<file path="src/rtl/instr_memory_if.sv">
// Fetch and program-load bus between the CPU/boot host and instr_memory.
// master = CPU fetch port plus loader; slave = the instruction memory.
interface instr_memory_if;
    logic [31:0] instr_address;
    logic [31:0] instr_readdata;
    logic        load_valid;
    logic        load_ready;
    logic [31:0] load_data;
    logic        load_last;
    logic        loaded;
    logic [6:0]  load_count;
    logic [15:0] fetch_count;
    logic        halted;
    logic        addr_fault;

    modport master (
        output instr_address, load_valid, load_data, load_last,
        input  instr_readdata, load_ready, loaded, load_count,
               fetch_count, halted, addr_fault
    );

    modport slave (
        input  instr_address, load_valid, load_data, load_last,
        output instr_readdata, load_ready, loaded, load_count,
               fetch_count, halted, addr_fault
    );
endinterface

</file>
<file path="src/rtl/instr_memory.sv">
// Instruction memory for mips_cpu_harvard: streamed program load, then
// zero-wait-state fetch serving with halt detection and illegal-fetch flagging.
module instr_memory #(
    parameter int unsigned DEPTH_WORDS = 64,
    parameter logic [31:0] BASE_ADDR   = 32'hBFC00000,
    parameter logic [31:0] HALT_ADDR   = 32'h00000000
) (
    input  logic           clk,
    input  logic           reset,
    input  logic           clk_enable,
    instr_memory_if.slave  bus
);
    localparam int unsigned AW   = $clog2(DEPTH_WORDS);
    localparam logic [31:0] SPAN = 32'(4 * DEPTH_WORDS);

    typedef enum logic [1:0] {LOAD, SERVE, HALT} state_t;

    state_t      state;
    logic [31:0] mem [DEPTH_WORDS];
    logic [6:0]  load_count;
    logic [15:0] fetch_count;
    logic        loaded;
    logic        load_ready;
    logic        halted;
    logic        addr_fault;

    logic [31:0] offset;
    logic        aligned;
    logic        in_range;
    logic        below_count;
    logic        hit;
    logic        is_halt;
    logic        fault_now;
    logic        accept;
    logic [31:0] rdata;

    // Wrapping subtraction makes addresses below BASE_ADDR land far out of range.
    always_comb begin
        offset      = bus.instr_address - BASE_ADDR;
        aligned     = (bus.instr_address[1:0] == 2'b00);
        in_range    = (offset < SPAN);
        below_count = ({2'b00, offset[31:2]} < {25'b0, load_count});
        hit         = aligned && in_range && below_count;
        is_halt     = (bus.instr_address == HALT_ADDR);
        fault_now   = !is_halt && (!aligned || !in_range);
        accept      = (state == LOAD) && bus.load_valid && load_ready;
        rdata       = '0;
        if (state == SERVE && hit)
            rdata = mem[offset[AW+1:2]];
    end

    // Storage has no reset; words past load_count are masked on read instead.
    always_ff @(posedge clk) begin
        if (clk_enable && !reset && accept)
            mem[load_count[AW-1:0]] <= bus.load_data;
    end

    always_ff @(posedge clk) begin
        if (clk_enable) begin
            if (reset) begin
                state       <= LOAD;
                load_count  <= '0;
                fetch_count <= '0;
                loaded      <= 1'b0;
                load_ready  <= 1'b1;
                halted      <= 1'b0;
                addr_fault  <= 1'b0;
            end else begin
                case (state)
                    LOAD: begin
                        if (accept) begin
                            load_count <= load_count + 7'd1;
                            if (bus.load_last || load_count == 7'(DEPTH_WORDS - 1)) begin
                                state      <= SERVE;
                                loaded     <= 1'b1;
                                load_ready <= 1'b0;
                            end
                        end
                    end
                    SERVE: begin
                        if (fetch_count != '1)
                            fetch_count <= fetch_count + 16'd1;
                        if (fault_now)
                            addr_fault <= 1'b1;
                        if (is_halt) begin
                            halted <= 1'b1;
                            state  <= HALT;
                        end
                    end
                    HALT: ;
                    default: state <= LOAD;
                endcase
            end
        end
    end

    assign bus.instr_readdata = rdata;
    assign bus.load_ready     = load_ready;
    assign bus.loaded         = loaded;
    assign bus.load_count     = load_count;
    assign bus.fetch_count    = fetch_count;
    assign bus.halted         = halted;
    assign bus.addr_fault     = addr_fault;
endmodule

</file>
<file path="src/flat_wrapper.sv">
// flat-port wrapper written by rule: the top's interface ports become plain ports
module instr_memory_flat 
#(
    parameter int unsigned DEPTH_WORDS = 64,
    parameter logic [31:0] BASE_ADDR   = 32'hBFC00000,
    parameter logic [31:0] HALT_ADDR   = 32'h00000000
)
  (clk, reset, clk_enable, bus_instr_address, bus_load_valid, bus_load_data, bus_load_last, bus_instr_readdata, bus_load_ready, bus_loaded, bus_load_count, bus_fetch_count, bus_halted, bus_addr_fault);
  instr_memory_if bus_i ();
  input  logic clk;
  input  logic reset;
  input  logic clk_enable;
  input wire logic [$bits(bus_i.instr_address)-1:0] bus_instr_address;
  input wire logic [$bits(bus_i.load_valid)-1:0] bus_load_valid;
  input wire logic [$bits(bus_i.load_data)-1:0] bus_load_data;
  input wire logic [$bits(bus_i.load_last)-1:0] bus_load_last;
  output wire logic [$bits(bus_i.instr_readdata)-1:0] bus_instr_readdata;
  output wire logic [$bits(bus_i.load_ready)-1:0] bus_load_ready;
  output wire logic [$bits(bus_i.loaded)-1:0] bus_loaded;
  output wire logic [$bits(bus_i.load_count)-1:0] bus_load_count;
  output wire logic [$bits(bus_i.fetch_count)-1:0] bus_fetch_count;
  output wire logic [$bits(bus_i.halted)-1:0] bus_halted;
  output wire logic [$bits(bus_i.addr_fault)-1:0] bus_addr_fault;
  assign bus_i.instr_address = bus_instr_address;
  assign bus_i.load_valid = bus_load_valid;
  assign bus_i.load_data = bus_load_data;
  assign bus_i.load_last = bus_load_last;
  assign bus_instr_readdata = bus_i.instr_readdata;
  assign bus_load_ready = bus_i.load_ready;
  assign bus_loaded = bus_i.loaded;
  assign bus_load_count = bus_i.load_count;
  assign bus_fetch_count = bus_i.fetch_count;
  assign bus_halted = bus_i.halted;
  assign bus_addr_fault = bus_i.addr_fault;
  instr_memory #(.DEPTH_WORDS(DEPTH_WORDS), .BASE_ADDR(BASE_ADDR), .HALT_ADDR(HALT_ADDR)) u_core (.clk(clk), .reset(reset), .clk_enable(clk_enable), .bus(bus_i));
endmodule
</file>
<file path="config.mk">
export PLATFORM = sky130hd
export DESIGN_NAME = instr_memory_flat
export DESIGN_NICKNAME = d
export VERILOG_FILES = /design/src/rtl/instr_memory_if.sv /design/src/rtl/instr_memory.sv /design/src/flat_wrapper.sv
export SDC_FILE = /design/constraint.sdc
export NUM_CORES = 2
export LEC_CHECK = 0
export BUFFER_PORTS_ARGS = -buffer_cell sky130_fd_sc_hd__clkbuf_2
export CAP_MARGIN = 20
export CORE_UTILIZATION = 50
export CTS_CLUSTER_DIAMETER = 80
export DETAILED_ROUTE_END_ITERATION = 12
export PLACE_DENSITY = 0.66
export RECOVER_POWER = 100
export SYNTH_ARGS = -nofsm -noshare
export SYNTH_HDL_FRONTEND = slang
export SYNTH_SLANG_ARGS = --single-unit
</file>
<file path="constraint.sdc">
create_clock -name clk -period 8.8 [get_ports clk]
set_input_delay 1.32 -clock clk [delete_from_list [all_inputs] [get_ports clk]]
set_output_delay 1.32 -clock clk [all_outputs]
set_load 0.05 [all_outputs]
</file>
# Yosys cells after proc, flatten, opt, wreduce, memory -nomap -nowiden

Memory sizes are Yosys's and may differ from the RTL's.
Cells that the tools add are included.

Equality and inequality tests: 8
Reductions and logical operators: 30
$lt $le $gt $ge: 2
Multiplexer cells: 21
Add/subtract/negate cells: 3

Operators with widths:

| kind                     | number |
|---|---|
| $logic_not A32 Y1        | 1 |
| $lt A32 B9 Y1 const B    | 1 |
| $mux W16                 | 2 |
| $mux W32                 | 1 |
| $sub A32 B32 Y32 const B | 1 |
| $lt A30 B7 Y1            | 1 |
| $add A16 B1 Y16 const B  | 1 |
| $ne A16 B16 Y1 const B   | 1 |
| $mux W7                  | 2 |
| $reduce_bool A2 Y1       | 7 |
| $mux W1                  | 12 |
| $reduce_and A3 Y1        | 4 |
| $logic_and A1 B1 Y1      | 8 |
| $add A7 B1 Y7 const B    | 1 |
| $eq A7 B6 Y1 const B     | 1 |
| $mux W2                  | 3 |
| $ne A3 B2 Y1 const B     | 2 |
| $pmux W2 S3              | 1 |
| $reduce_and A5 Y1        | 1 |
| $logic_not A1 Y1         | 4 |
| $logic_not A2 Y1         | 2 |
| $reduce_and A4 Y1        | 1 |
| $ne A3 B3 Y1 const B     | 1 |
| $eq A2 B1 Y1 const B     | 1 |
| other kinds (3)          | 4 |

Input bits: 69
Word-level logic and storage cells: 72
Bits in writable memories: 2048
Memories kept: 1
Output and inout bits: 59
Flip-flop bits (word level): 29

Memory list:

| memory     | depth | width | read ports | clocked after memory_dff | wr ports | line               | text |
|---|---|---|---|---|---|---|---|
| u_core.mem | 64    | 32    | 1          | 0                        | 1        | instr_memory.sv:19 | `logic [31:0] mem [DEPTH_WORDS];` |

# Logic depth before layout (Yosys ltp)

Word-level depth: 7
Gate-level depth with buffers: 11

# Least setup slack after synthesis

OpenSTA, ideal clock, no wires.

Path kind: input port to output port
Start point: input bus_instr_address[4]
End point: output bus_instr_readdata[27]
Stages: 8
Arrival time: 4.922 ns
Path slack: 2.558 ns
Cell sequence: buf_2 -> buf_2 -> nor2_2 -> clkbuf_1 -> a22oi_1 -> nand2_1 -> o22ai_1 -> a2111oi_0

Word-level cells in the longest chain between the ends: 6
Elaborated cells between the ends (all ways): 8
Classes of those cells: add/sub: 1; order compare: 2; mux: 1; reduce/logical: 3; memory: 1

Ends and longest elaborated chain:

| element                          | line               | text |
|---|---|---|
| from (decl)                      | flat_wrapper.sv:13 | `input wire logic [$bits(bus_i.instr_address)-1:0] bus_instr_address;` |
| $sub A32 B32 Y32 (*)             | instr_memory.sv:39 | `offset = bus.instr_address - BASE_ADDR;` |
| $lt A32 B9 Y1                    | instr_memory.sv:41 | `in_range = (offset < SPAN);` |
| $logic_and A1 B1 Y1 (2 in a row) | instr_memory.sv:43 | `hit = aligned && in_range && below_count;` |
| $logic_and A1 B1 Y1              | instr_memory.sv:48 | `if (state == SERVE && hit)` |
| $mux W32 (*)                     | instr_memory.sv:48 |  |
| to (decl)                        | flat_wrapper.sv:17 | `output wire logic [$bits(bus_i.instr_readdata)-1:0] bus_instr_readdata;` |

Every way passes the cells marked *; elsewhere a longest branch is shown, timed or not.

# Worst setup path after layout

Start point: input bus_instr_address[7]
End point: output bus_instr_readdata[30]

Same word-level chain as after synthesis.

==> results.yml <==
status:
  status: "complete, but fails checks"
  violations: "capacitance limit, slew limit"
route:
  wire_per_inst_um: 34.2
  drt-initial-drc-count: 5056
  num_vias: 39524
  ant_nets: 0
  drt_first_pass_iters: 6
  drt-total-wl_um: 207000
  drcViolationCount: 0
  vias_per_cell: 6.53
timing:
  fin_crit_sh_pct: 86.9
  hold_ws_ns: 0.619
  finalSetupTns_ns: 0
  finalCriticalPeriod_ns: 7.64
  fmax_mhz: 131
  final.setup.worst_slack_ns: 1.16
  skew_ns: 0.0246
  finalSetupViolations: 0
  hold_viol_final: 0
  slew_violations: 4116
  tightest_slew_ns: 3.53
  grt_setup_unrepaired: "false"
  maxSlewHeadroom_pct: -136
clock_tree:
  cts_resized: 0
  clk_latency_ns: 0.84
  cts_buffers: 199
  htreeDepth: 4
  path_clk_slew_ns: 0.06
  cts_setup_buffers: 0
  clockRootBuffer: "clkbuf_16"
  clock-sinks: 2077
  hold_buffers: 0
  clock_path_buffers: 3
  cts_tree: "yes"
worst_setup_path:
  critPathMaxStageDelay_ns: 1.14
  crit_path_frequent_cell: "clkbuf_1"
  crit_fanout: 18
  crit_type: "input pin to output port"
  crit_arrival_ns: 6.32
  critical_path_depth: 8
  end_kind: "output port"
  crit_chain: "clkbuf_1, clkbuf_1, inv_1, nor2_1, nand2_1, and4_1, nor4_1, clkbuf_2"
  cp_top_family: "buffers and inverters"
  crit_buf_inv: 4
  reg2reg_depth: 6
  slowest_stage: "clkbuf_1"
  cp-start-kind: "input pin"
  worstPathRequired_ns: 7.48
power:
  peakVddDrop_mv: 0.172
  p_total_mw: 19.9
  p_sw_mw: 4.24
  powerDensity_nw_per_um2: 223
  internal-power_mw: 15.6
  p_comb_share_pct: 4.6
  p_leak_nw: 27.4
  swShare_pct: 21.4
  seq_power_share_pct: 55.0
  clkPwrFrac_pct: 40.4
placed_design:
  hpwl_um: 113000
  gp_congestion: 0.867
  dp_slack_ns: 2.20
  io_buffer_count: 127
hold_path:
  hold_class: "flip-flop to flip-flop"
  hold_depth: 1
synthesis:
  yosysWarnings: 0
  yosysTopAreaCell: "edfxtp_1"
  synthArstFlopShare_pct: 0
  synth-adder-area-share_pct: 0.125
  synth_xor_area_share_pct: 0.164
  synth_edf_count: 2077
  avgSynthCellArea_um2: 22.6
  syn-num-nets: 3613
  ys_seq_area_share_pct: 78.0
  synth_cell_types: 69
  synth_seq_cells: 2077
  netlist_instances: 3536
  synth.most_common_cell: "edfxtp_1"
  yosysTopAreaCellShare_pct: 78.0
  synth_top_family_by_area: "multiplexers"
  syn_area_um2: 80000
  synth.area.top_cells: "edfxtp_1 (78%), mux4_2 (14%), a22oi_1 (1.3%)"
  muxShareOfSynthArea_pct: 15.0
  synth_common_cells: "edfxtp_1 (2077), mux4_2 (500), a22oi_1 (134)"
  synthSimpleGateAreaFrac_pct: 2.00
  synth_ff_type: "edfxtp_1"
  synth_compound_area_share_pct: 2.99
floorplan:
  coreArea_um2: 159000
  io_pins: 128
  dieHeight_um: 402
  die_w_um: 402
  dieArea_um2: 162000
  rows: 146
  initial_core_util_pct: 50.4
global_routing:
  grt_pass1_vias: 39004
  grt_max_degree: 106
  grt_usage_pct: 25.6
  grt_overflow_total: 0
  grt_pass1_wl_um: 291000
  antenna_found_initial: 3
flow_run:
  cap_violations: 117
finish:
  area_delta_synth_final_pct: 11.4
  fill_cells: 11704
  fin_nets: 3899
  multi_input_area_um2: 16600
  drive_above_1_share_pct: 24.6
  seq_area_um2: 62400
  diodes: 0
-- worst paths after layout --
path / start / to / slack, ns
min: u_core.state[1] / u_core.state[0] / 0.62
max: bus_instr_address[7] / bus_instr_readdata[30] / 1.16
max reg2reg: u_core.state[0] / u_core.mem[34][26] / 3.19
min reg2reg: u_core.state[1] / u_core.state[0] / 0.62
-- power by group through the flow --
| stage | Clock [mW] | Combinational, mW | Sequential [mW] |
|---|---|---|---|
| 6_report | 8.02 | 0.914 | 10.9 |
| 3_3_place_gp | 0 | 0.912 | 11.1 |
| 2_1_floorplan | 0 | 0.517 | 11.1 |
| 4_1_cts | 8.11 | 0.928 | 10.9 |
| 3_5_place_dp | 0 | 0.926 | 11.1 |
| 5_1_grt | 8.49 | 0.960 | 10.9 |
-- cell families (layout without fill, tap and decap cells) --
| kind of cell | Yosys count | in the layout |
|---|---|---|
| flops | 2077 | 2077 |
| simple gates | 336 | 336 |
| mux | 573 | 573 |
| xor+xnor | 15 | 15 |
| buf+inv | 208 | 651 |
| compound gates | 319 | 319 |
| fa+ha+maj | 8 | 8 |
-- cells in the final DEF (no fill, tap or decap), drive strengths merged, types with 16 or more instances in the layout --
cell and instances:
nor2 116, mux2 19, and3 19, a31oi 16, mux4 500, a22oi 134
o22ai 32, clkbuf 469, edfxtp 2077, buf 54, a21oi 23, a221oi 20
a2111oi 21, mux2i 54, a22o 23, inv 22, nor3 19, nand3 30
nand2 87, clkinv 93
-- registers in the layout, summed over array words and instances, names as in the netlist --
register	count
u_core.bus.halted	1
u_core.bus.fetch_count	16
u_core.state	2
u_core.bus.load_count	7
u_core.bus.addr_fault	1
u_core.bus.load_ready	1
u_core.bus.loaded	1
u_core.mem	2048
-- through the flow --
stage                     util, %  area (µm²)  instances
after floorplan                 -       80000       3536
after global placement       52.7       83600       5683
after detailed placement     52.7       83600       5685
after CTS                    56.5       89700       6043
after global routing         56.2       89100       6051
final                        56.2       89100       6051
-- cell type report --
| cell class | instances | share of cell area, % |
|---|---|---|
| multi-input cells | 1251 | 18.6 |
| well taps | 2072 | 2.91 |
| clock inverters | 113 | 0.931 |
| repair buffers | 278 | 1.65 |
| clock buffers | 245 | 5.83 |
| inverters | 15 | 0.0632 |
| flip-flops and latches | 2077 | 70.0 |
-- layer usage --
layer  wire [µm]  track usage, %  part of all wire, %
met2       98600            40.1                   48
met4        6490            7.87                  3.1
met5          30               0                0.015
met3       19400            5.02                  9.4
met1       82300            36.8                   40
Note: power is estimated with default switching activity, not from simulation.
